## src/rtl/v_universal_shift_register.sv

```systemverilog
// Universal shift register: shift, rotate, arithmetic shift, load and clear,
// plus a saturating count of shifts since the last load.
module v_universal_shift_register #(
    parameter int unsigned        WIDTH = 8,
    parameter logic [WIDTH-1:0]   INIT  = '0
) (
    input  logic                          C,
    input  logic                          CLR,
    input  logic                          CE,
    input  logic [2:0]                    MODE,
    input  logic                          SI,
    input  logic [WIDTH-1:0]              PI,
    output logic [WIDTH-1:0]              PO,
    output logic                          SO,
    output logic [$clog2(WIDTH+1)-1:0]    CNT,
    output logic                          FULL
);

    localparam int unsigned CNT_W = $clog2(WIDTH + 1);

    typedef enum logic [2:0] {
        MODE_HOLD  = 3'b000,
        MODE_SHL   = 3'b001,
        MODE_SHR   = 3'b010,
        MODE_ROL   = 3'b011,
        MODE_ROR   = 3'b100,
        MODE_ASR   = 3'b101,
        MODE_LOAD  = 3'b110,
        MODE_CLEAR = 3'b111
    } mode_e;

    logic [WIDTH-1:0] r_data;
    logic             r_so;
    logic [CNT_W-1:0] r_cnt;

    logic [WIDTH-1:0] w_data_nxt;
    logic             w_so_nxt;
    logic [CNT_W-1:0] w_cnt_nxt;
    logic             w_shift;
    logic             w_reload;

    // Next-state decode; defaults hold everything
    always_comb begin
        w_data_nxt = r_data;
        w_so_nxt   = r_so;
        w_shift    = 1'b0;
        w_reload   = 1'b0;
        case (mode_e'(MODE))
            MODE_HOLD: ;
            MODE_SHL: begin
                w_data_nxt = {r_data[WIDTH-2:0], SI};
                w_so_nxt   = r_data[WIDTH-1];
                w_shift    = 1'b1;
            end
            MODE_SHR: begin
                w_data_nxt = {SI, r_data[WIDTH-1:1]};
                w_so_nxt   = r_data[0];
                w_shift    = 1'b1;
            end
            MODE_ROL: begin
                w_data_nxt = {r_data[WIDTH-2:0], r_data[WIDTH-1]};
                w_so_nxt   = r_data[WIDTH-1];
                w_shift    = 1'b1;
            end
            MODE_ROR: begin
                w_data_nxt = {r_data[0], r_data[WIDTH-1:1]};
                w_so_nxt   = r_data[0];
                w_shift    = 1'b1;
            end
            MODE_ASR: begin
                w_data_nxt = {r_data[WIDTH-1], r_data[WIDTH-1:1]};
                w_so_nxt   = r_data[0];
                w_shift    = 1'b1;
            end
            MODE_LOAD: begin
                w_data_nxt = PI;
                w_reload   = 1'b1;
            end
            MODE_CLEAR: begin
                w_data_nxt = INIT;
                w_reload   = 1'b1;
            end
            default: ;
        endcase
    end

    // Shift counter saturates at WIDTH, cleared by load or sync clear
    always_comb begin
        w_cnt_nxt = r_cnt;
        if (w_reload) begin
            w_cnt_nxt = '0;
        end else if (w_shift && (r_cnt != CNT_W'(WIDTH))) begin
            w_cnt_nxt = r_cnt + CNT_W'(1);
        end
    end

    always_ff @(posedge C or posedge CLR) begin
        if (CLR) begin
            r_data <= INIT;
            r_so   <= 1'b0;
            r_cnt  <= '0;
        end else if (CE) begin
            r_data <= w_data_nxt;
            r_so   <= w_so_nxt;
            r_cnt  <= w_cnt_nxt;
        end
    end

    assign PO   = r_data;
    assign SO   = r_so;
    assign CNT  = r_cnt;
    assign FULL = (r_cnt == CNT_W'(WIDTH));

endmodule

```

## config.mk

```make
export PLATFORM = sky130hd
export DESIGN_NAME = v_universal_shift_register
export DESIGN_NICKNAME = d
export VERILOG_FILES = /design/src/rtl/v_universal_shift_register.sv
export SDC_FILE = /design/constraint.sdc
export NUM_CORES = 1
export LEC_CHECK = 0
export ABC_AREA = 1
export CORE_UTILIZATION = 49
export CTS_CLUSTER_SIZE = 16
export DETAILED_ROUTE_END_ITERATION = 6
export PLACE_DENSITY = 0.91
export SLEW_MARGIN = 20
export SYNTH_ARGS = -nofsm -noshare
export SYNTH_HDL_FRONTEND = slang
export SYNTH_SLANG_ARGS = --single-unit
```

## constraint.sdc

```tcl
create_clock -name C -period 1.84 [get_ports C]
set_input_delay 0.368 -clock C [delete_from_list [all_inputs] [get_ports C]]
set_output_delay 0.368 -clock C [all_outputs]
set_load 0.02 [all_outputs]
```

=== Word-level counts from Yosys, hierarchy flattened ===
Index checks and enable logic that the tools add are counted.

* Register bits after elaboration: 13
* Input bits: 15
* Logic and storage cells: 34

* $add $sub $neg: 1
* Equality and inequality tests: 9
* Mux-type cells: 6
* Bitwise gates (word level): 1
* Reduce and logical (&&, ||, !) cells: 13

{| class="wikitable"
|+ Operators by type and width
! cell !! count
|-
| 8-bit one-hot mux with 7 select lines || 1
|-
| 3-bit == test, second input constant || 4
|-
| 4-bit 2-to-1 mux || 2
|-
| 7-bit nonzero test || 1
|-
| 3-bit by 2-bit == test with 1-bit output, second input constant || 2
|-
| 2-bit AND reduction || 3
|-
| 6-bit nonzero test || 1
|-
| 5-bit OR reduction || 1
|-
| 4-bit by 1-bit adder with 4-bit output, second input constant || 1
|-
| 4-bit == test, second input constant || 1
|-
| 4-bit != test, second input constant || 1
|-
| 2-bit nonzero test || 2
|-
| 2-bit OR reduction || 2
|-
| 3-bit by 1-bit == test with 1-bit output, second input constant || 1
|-
| 3-bit AND reduction || 1
|-
| 3-bit OR reduction || 1
|-
| 1-bit 2-to-1 mux || 2
|-
| 1-bit one-hot mux with 2 select lines || 1
|-
| 1-bit logical AND || 1
|-
| 1-bit inverter || 1
|}

=== Logic depth before layout (Yosys ltp) ===
Gate-level depths: netlist (run 1).

* Depth after elaboration: 6
* Gate-level depth with buffers: 8
* Mapped depth without buffers: 8

=== Worst setup path after synthesis (run 1) ===
Ideal clock, no wire load.

* Kind: reg-to-output
* Start point: register r_cnt[0] (netlist: CNT[0])
* End point: output port FULL
* Arrival time: 1020 ps
* Slack: 452 ps
* Cell stages (with the launch flop): 5
* Path buffers: 0
* Cells stage by stage: dfrtp_1 -> inv_1 -> ha_1 -> nand3_1 -> inv_1

* Cells in the longest elaborated chain, start to end: 1

{| class="wikitable"
|+ Ends and longest elaborated chain
! what !! RTL line !! text
|-
| start: declaration || 34 || <nowiki>logic [CNT_W-1:0] r_cnt;</nowiki>
|-
| start signal: assignment || 105 || <nowiki>r_cnt <= w_cnt_nxt;</nowiki>
|-
| 4-bit == test || 112 || <nowiki>assign FULL = (r_cnt == CNT_W'(WIDTH));</nowiki>
|-
| end: declaration || 16 || <nowiki>output logic FULL</nowiki>
|}

No other way between the ends.

=== Final worst setup path (run 1) ===
* Start point: register r_cnt[1] (netlist: CNT[1])
* End point: output port CNT[1]

{| class="wikitable"
|+ RTL lines
! what !! RTL line !! text
|-
| end: declaration || 15 || <nowiki>output logic [$clog2(WIDTH+1)-1:0] CNT,</nowiki>
|}

No word-level cell between the ends.

==> results of run 1 <==
stage by stage:
stage	setup slack [ps]	instances	util (%)	hold slack [ps]	power, W
after floorplan	452	144	-	245	0.000742
after global placement	162	199	71.0	496	0.000988
after detailed placement	106	199	71.0	493	0.00102
after CTS	69.3	203	72.5	436	0.00120
after global routing	13.8	203	72.5	464	0.00129
final	95.1	203	72.5	401	0.00121
cell families after synthesis:
logic type      count (synthesis)  share of synthesized area [%]
compound gates                  6                           3.54
flops                          13                           35.4
simple gates                   99                           45.9
buf+inv                        23                           11.4
fa+ha+maj                       2                           2.72
xor+xnor                        1                          0.954
sequential cells by signal, summed over array words and instances, names as in the netlist:
signal  cells
SO          1
CNT         4
PO          8
cell usage in the layout (no fill, tap or decap), types with 2 or more instances in the layout:
cell / n
inv_1: 16
clkbuf_4: 3
nor2_4: 2
nand2_1: 48
nor2_1: 29
ha_1: 2
nand2_2: 2
dfrtp_1: 13
nand3_1: 15
a21oi_1: 2
clkdlybuf4s50_1: 27
inv_2: 3
buf_4: 5
o21ai_1: 2
critical path: cells and delay by family, from the launching register on:
kind	cells	cell delay (ps)
buffers and inverters	2	740
flip-flops	1	360
routing by layer:
metal	global-route usage [%]	share of wire, %	up-vias
met2	49.3	51	43
met5	0	0	-
met3	4.80	5.6	9
li1	-	-	508
met4	10.3	1.8	0
met1	30.5	42	464
report_power, final:
group          total [W]  switching [W]  leakage [nW]  internal (W)
logic           0.000585       0.000313         0.498      0.000272
registers       0.000431      0.0000759         0.156      0.000355
clock network   0.000190       0.000106        0.0150     0.0000843
repair_timing:
action | 4_1_cts | 5_1_grt
setup endpoints to repair | 1 | 1
gates cloned | 0 | 0
hold buffers | 0 | 0
resized for setup | 1 | 1
layout make-up:
| class | count | share of cell area (%) |
|---|---|---|
| multi-input cells | 108 | 38.5 |
| inverters | 20 | 6.13 |
| repair buffers | 33 | 25.1 |
| clock buffers | 4 | 2.08 |
| well taps | 25 | 2.47 |
| flip-flops and latches | 13 | 25.7 |
path summary, 6_finish.rpt:
check	start	to	slack [ps]	depth (start not counted)
worst max-delay path	CNT[1]	CNT[1]	100	2
worst min-delay path	CLR	PO[4]	400	2
worst max register to register	CNT[0]	CNT[3]	520	8
worst min register to register	SO	SO	520	2
max in group asynchronous	CLR	CNT[0]	1080	2
min in group C	SO	SO	520	2
==> impl_metrics.toml, run 1 <==
[final_layout]
regArea_um2 = 325
layout-drive-gt1-share_pct = 9.55
stdcell_area_um2 = 1270
multi_input_area_um2 = 488
n_fill_cell = 153
nets = 196
n_antenna_cell = 0
syn_to_final_growth_pct = 37.9

[clock_tree]
cts_max_level = 1
cts_root_buffer = "clkbuf_4"
cts_setup_buffers = 0
cts.sinks = 13
cts_tree = "done"
clockBufferDepth = 2
clk_latency_ps = 290
clk_pin_slew_ps = 90
cts_made_buffers = 3

[logic_synthesis]
syn-num-nets = 161
ys_seq_area_share_pct = 35.4
ys_types = 20
synthCells = 144
synth_edf_count = 0
synth_top_cell_by_area = "dfrtp_1"
synth-async-reset-ratio_pct = 100
synthTopCellsByCount = "nand2_1 (48), nor2_1 (29), inv_1 (16), nand3_1 (15), dfrtp_1 (13)"
syn_area_per_cell_um2 = 6.38
synth_top_area_share_pct = 35.4
ys.flop_type = "dfrtp_1"
yosysMostFrequentCell = "nand2_1"
synthesis.area_um2 = 918
synth-seq-cells = 13
synth_top_cells_by_area = "dfrtp_1 (35%), nand2_1 (20%), nor2_1 (12%)"
ys_warn_count = 0

[power]
vdd_drop_max_mv = 0.779
leakage_nw = 0.669
power_density_nw_per_um2 = 953

[timing]
timing.fmax_mhz = 573
clock_skew_ps = 13.0
tns_ps = 0
slew_violations = 0
worst_pin_slew_ps = 513
hold_violations = 0
fin_crit_sh_pct = 94.8
max_slew_margin_pct = 65.8
setup_viol = 0
grt_setup_unrepaired = "false"
finalCriticalPeriod_ps = 1740

[critical_path]
crit_chain = "buf_4 > clkdlybuf4s50_1"
end_kind = "output pin"
cpPeakStageDelay_ps = 600
cp.arrival_ps = 1380
cp_max_fo = 5
slowest_stage = "clkdlybuf4s50_1"
crit_required_ps = 1470
path_class = "register to output pin"
cp-start-kind = "register"

[die]
fp-row-count = 15
coreArea_um2 = 1750
io_pins = 29
die_h_um = 45.3
fp.dieW_um = 45.3
dieArea_um2 = 2050
start_util_pct = 52.6

[grt]
antenna_found_initial = 0
grt_pass1_vias = 937
grt_pass1_wl_um = 3940
track_usage_pct = 26.9
gr-total-overflow = 0
grt_max_degree = 14

[hold_path]
min_path_type = "primary input to async pin"

[route]
via_per_inst = 5.04
vias = 1024
wl_per_cell_um = 12.1
drcViolationCount = 0
drtIter0Drc = 37
postRouteWirelength_um = 2450
postRouteAntennaNets = 0
drt_first_pass_iters = 4

[status]
outcome = "finished, final reports clean"

[placed_design]
dp_hpwl_um = 1820
portBuffers = 28
place_area_um2 = 1240
routabilityCongestion = 0.886

[job]
maxCapViolations = 0
No activity file was read; power rests on OpenSTA's default activity.
==> inputs of run 2 (changes only) <==
--- a/config.mk
+++ b/config.mk
@@ -6,6 +6,7 @@
 export NUM_CORES = 1
 export LEC_CHECK = 0
 export ABC_AREA = 1
+export CORE_ASPECT_RATIO = 1.1
 export CORE_UTILIZATION = 49
 export CTS_CLUSTER_SIZE = 16
 export DETAILED_ROUTE_END_ITERATION = 6
==> impl_metrics.toml, run 2 (synthesis results as in run 1) <==
[die]
coreArea_um2 = 1760
fp-row-count = 16
start_util_pct = 52.1
dieArea_um2 = 2050
fp.dieW_um = 43.3
io_pins = 29
die_h_um = 47.4

[power]
comb_power_share_pct = 48.6
seq_power_share_pct = 35.7
p_sw_share_pct = 40.3
intPower_w = 0.000713
power_density_nw_per_um2 = 949
vdd_drop_max_mv = 0.544
leakage_nw = 0.669
power_frac_clock_pct = 15.8
power.switching_w = 0.000480

[route]
drtIter0Drc = 36
postRouteWirelength_um = 2280
postRouteAntennaNets = 0
vias = 1016
drcViolationCount = 0
via_per_inst = 5.18
wl_per_cell_um = 11.6
drt_first_pass_iters = 4

[final_layout]
multi_input_area_um2 = 488
syn_to_final_growth_pct = 36.9
layout-drive-gt1-share_pct = 9.55
largest_reg_flops = 8
stdcell_count = 196
final_cell_mix = "nand2_1 (48), nor2_1 (29), clkdlybuf4s50_1 (27), inv_1 (16), nand3_1 (15)"
nets = 196
stdcell_area_um2 = 1260
regArea_um2 = 325
final_common_cell = "nand2_1"
n_fill_cell = 158
n_antenna_cell = 0

[clock_tree]
cts_root_buffer = "clkbuf_4"
clockBufferDepth = 2
cts_max_level = 1
cts_hold_buf = 0
cts_setup_buffers = 0
clk_pin_slew_ps = 90
cts_tree = "done"
cts_made_buffers = 3
post_cts_resized = 1
cts.sinks = 13
clk_latency_ps = 280

[status]
outcome = "finished, final reports clean"

[placed_design]
place_area_um2 = 1230
numPlacedInstances = 192
routabilityCongestion = 0.753
portBuffers = 28
dp_hpwl_um = 1710

[critical_path]
path_depth = 2
crit_required_ps = 1470
end_kind = "output pin"
r2r_end = "CNT[3]"
cp_top_family = "buffers and inverters"
worst_setup_path_endpoint = "CNT[1]"
cp_num_buf_inv = 2
rrSetupSlack_ps = 460
cpPeakStageDelay_ps = 600
r2r_cells = 8
cp_max_fo = 5
cp-start-kind = "register"
cp-startpoint = "CNT[1]"
crit_chain = "buf_4 > clkdlybuf4s50_1"
cp.arrival_ps = 1380
slowest_stage = "clkdlybuf4s50_1"
rr_startpoint = "CNT[0]"
path_class = "register to output pin"

[grt]
grt_pass1_vias = 834
grt_pass1_wl_um = 3640
antenna_found_initial = 0
gr-total-overflow = 0
grt_max_degree = 14
track_usage_pct = 24.3

[job]
maxCapViolations = 0

[timing]
grt_setup_unrepaired = "false"
max_slew_margin_pct = 67.3
hold_violations = 0
setup_viol = 0
slew_violations = 0
timing.fmax_mhz = 571
fin_crit_sh_pct = 95.2
worst_pin_slew_ps = 490
clock_skew_ps = 5.20
tns_ps = 0
finalCriticalPeriod_ps = 1750

[hold_path]
min_path_type = "primary input to async pin"
[run 2: through the flow]
step	total power, W	hold WS [ps]	util [%]	setup slack [ps]
3_5_place_dp	0.00101	530	69.9	34.4
4_1_cts	0.00120	412	71.3	66.7
2_1_floorplan	0.000742	245	-	452
6_report	0.00119	391	71.4	89.2
3_3_place_gp	0.000992	512	69.9	123
5_1_grt	0.00129	443	71.4	8.97
[run 2: worst min path at each step]
stage | slack [ps] | endpoint | cells after the start
after floorplan | 240 | CNT[0] | 1
after global placement | 510 | SO | 2
after detailed placement | 530 | SO | 2
after CTS | 410 | CNT[0] | 2
after global routing | 440 | CNT[1] | 2
final | 390 | CNT[0] | 2
[run 2: routing by layer]
metal	up-vias	GRT usage (%)	share of wire (%)
met5	-	0	0
met4	0	9.09	1.3
met3	5	3.85	7.4
met2	43	44.2	51
met1	463	29.4	40
li1	505	-	-
[run 2: cell type report]
type	count	area share (%)
Sequential cell	13	25.9
Clock buffer	4	2.09
Timing Repair Buffer	33	25.3
Inverter	20	6.17
Tap cell	18	1.79
Multi-Input combinational cell	108	38.8
[run 2: power by group through the flow]
stage	Clock (W)	Sequential (W)	Combinational, W
after floorplan	0	0.000519	0.000222
after global placement	0	0.000425	0.000567
after detailed placement	0	0.000427	0.000581
after CTS	0.000191	0.000425	0.000584
after global routing	0.000212	0.000441	0.000638
final	0.000188	0.000425	0.000579
[run 2: worst reg2reg max path, delay by kind of cell, from the launching register on]
kind	cells	cell delay (ps)
simple gates	4	420
flops	1	390
fa+ha+maj	1	160
compound gates	1	60
buf+inv	2	240
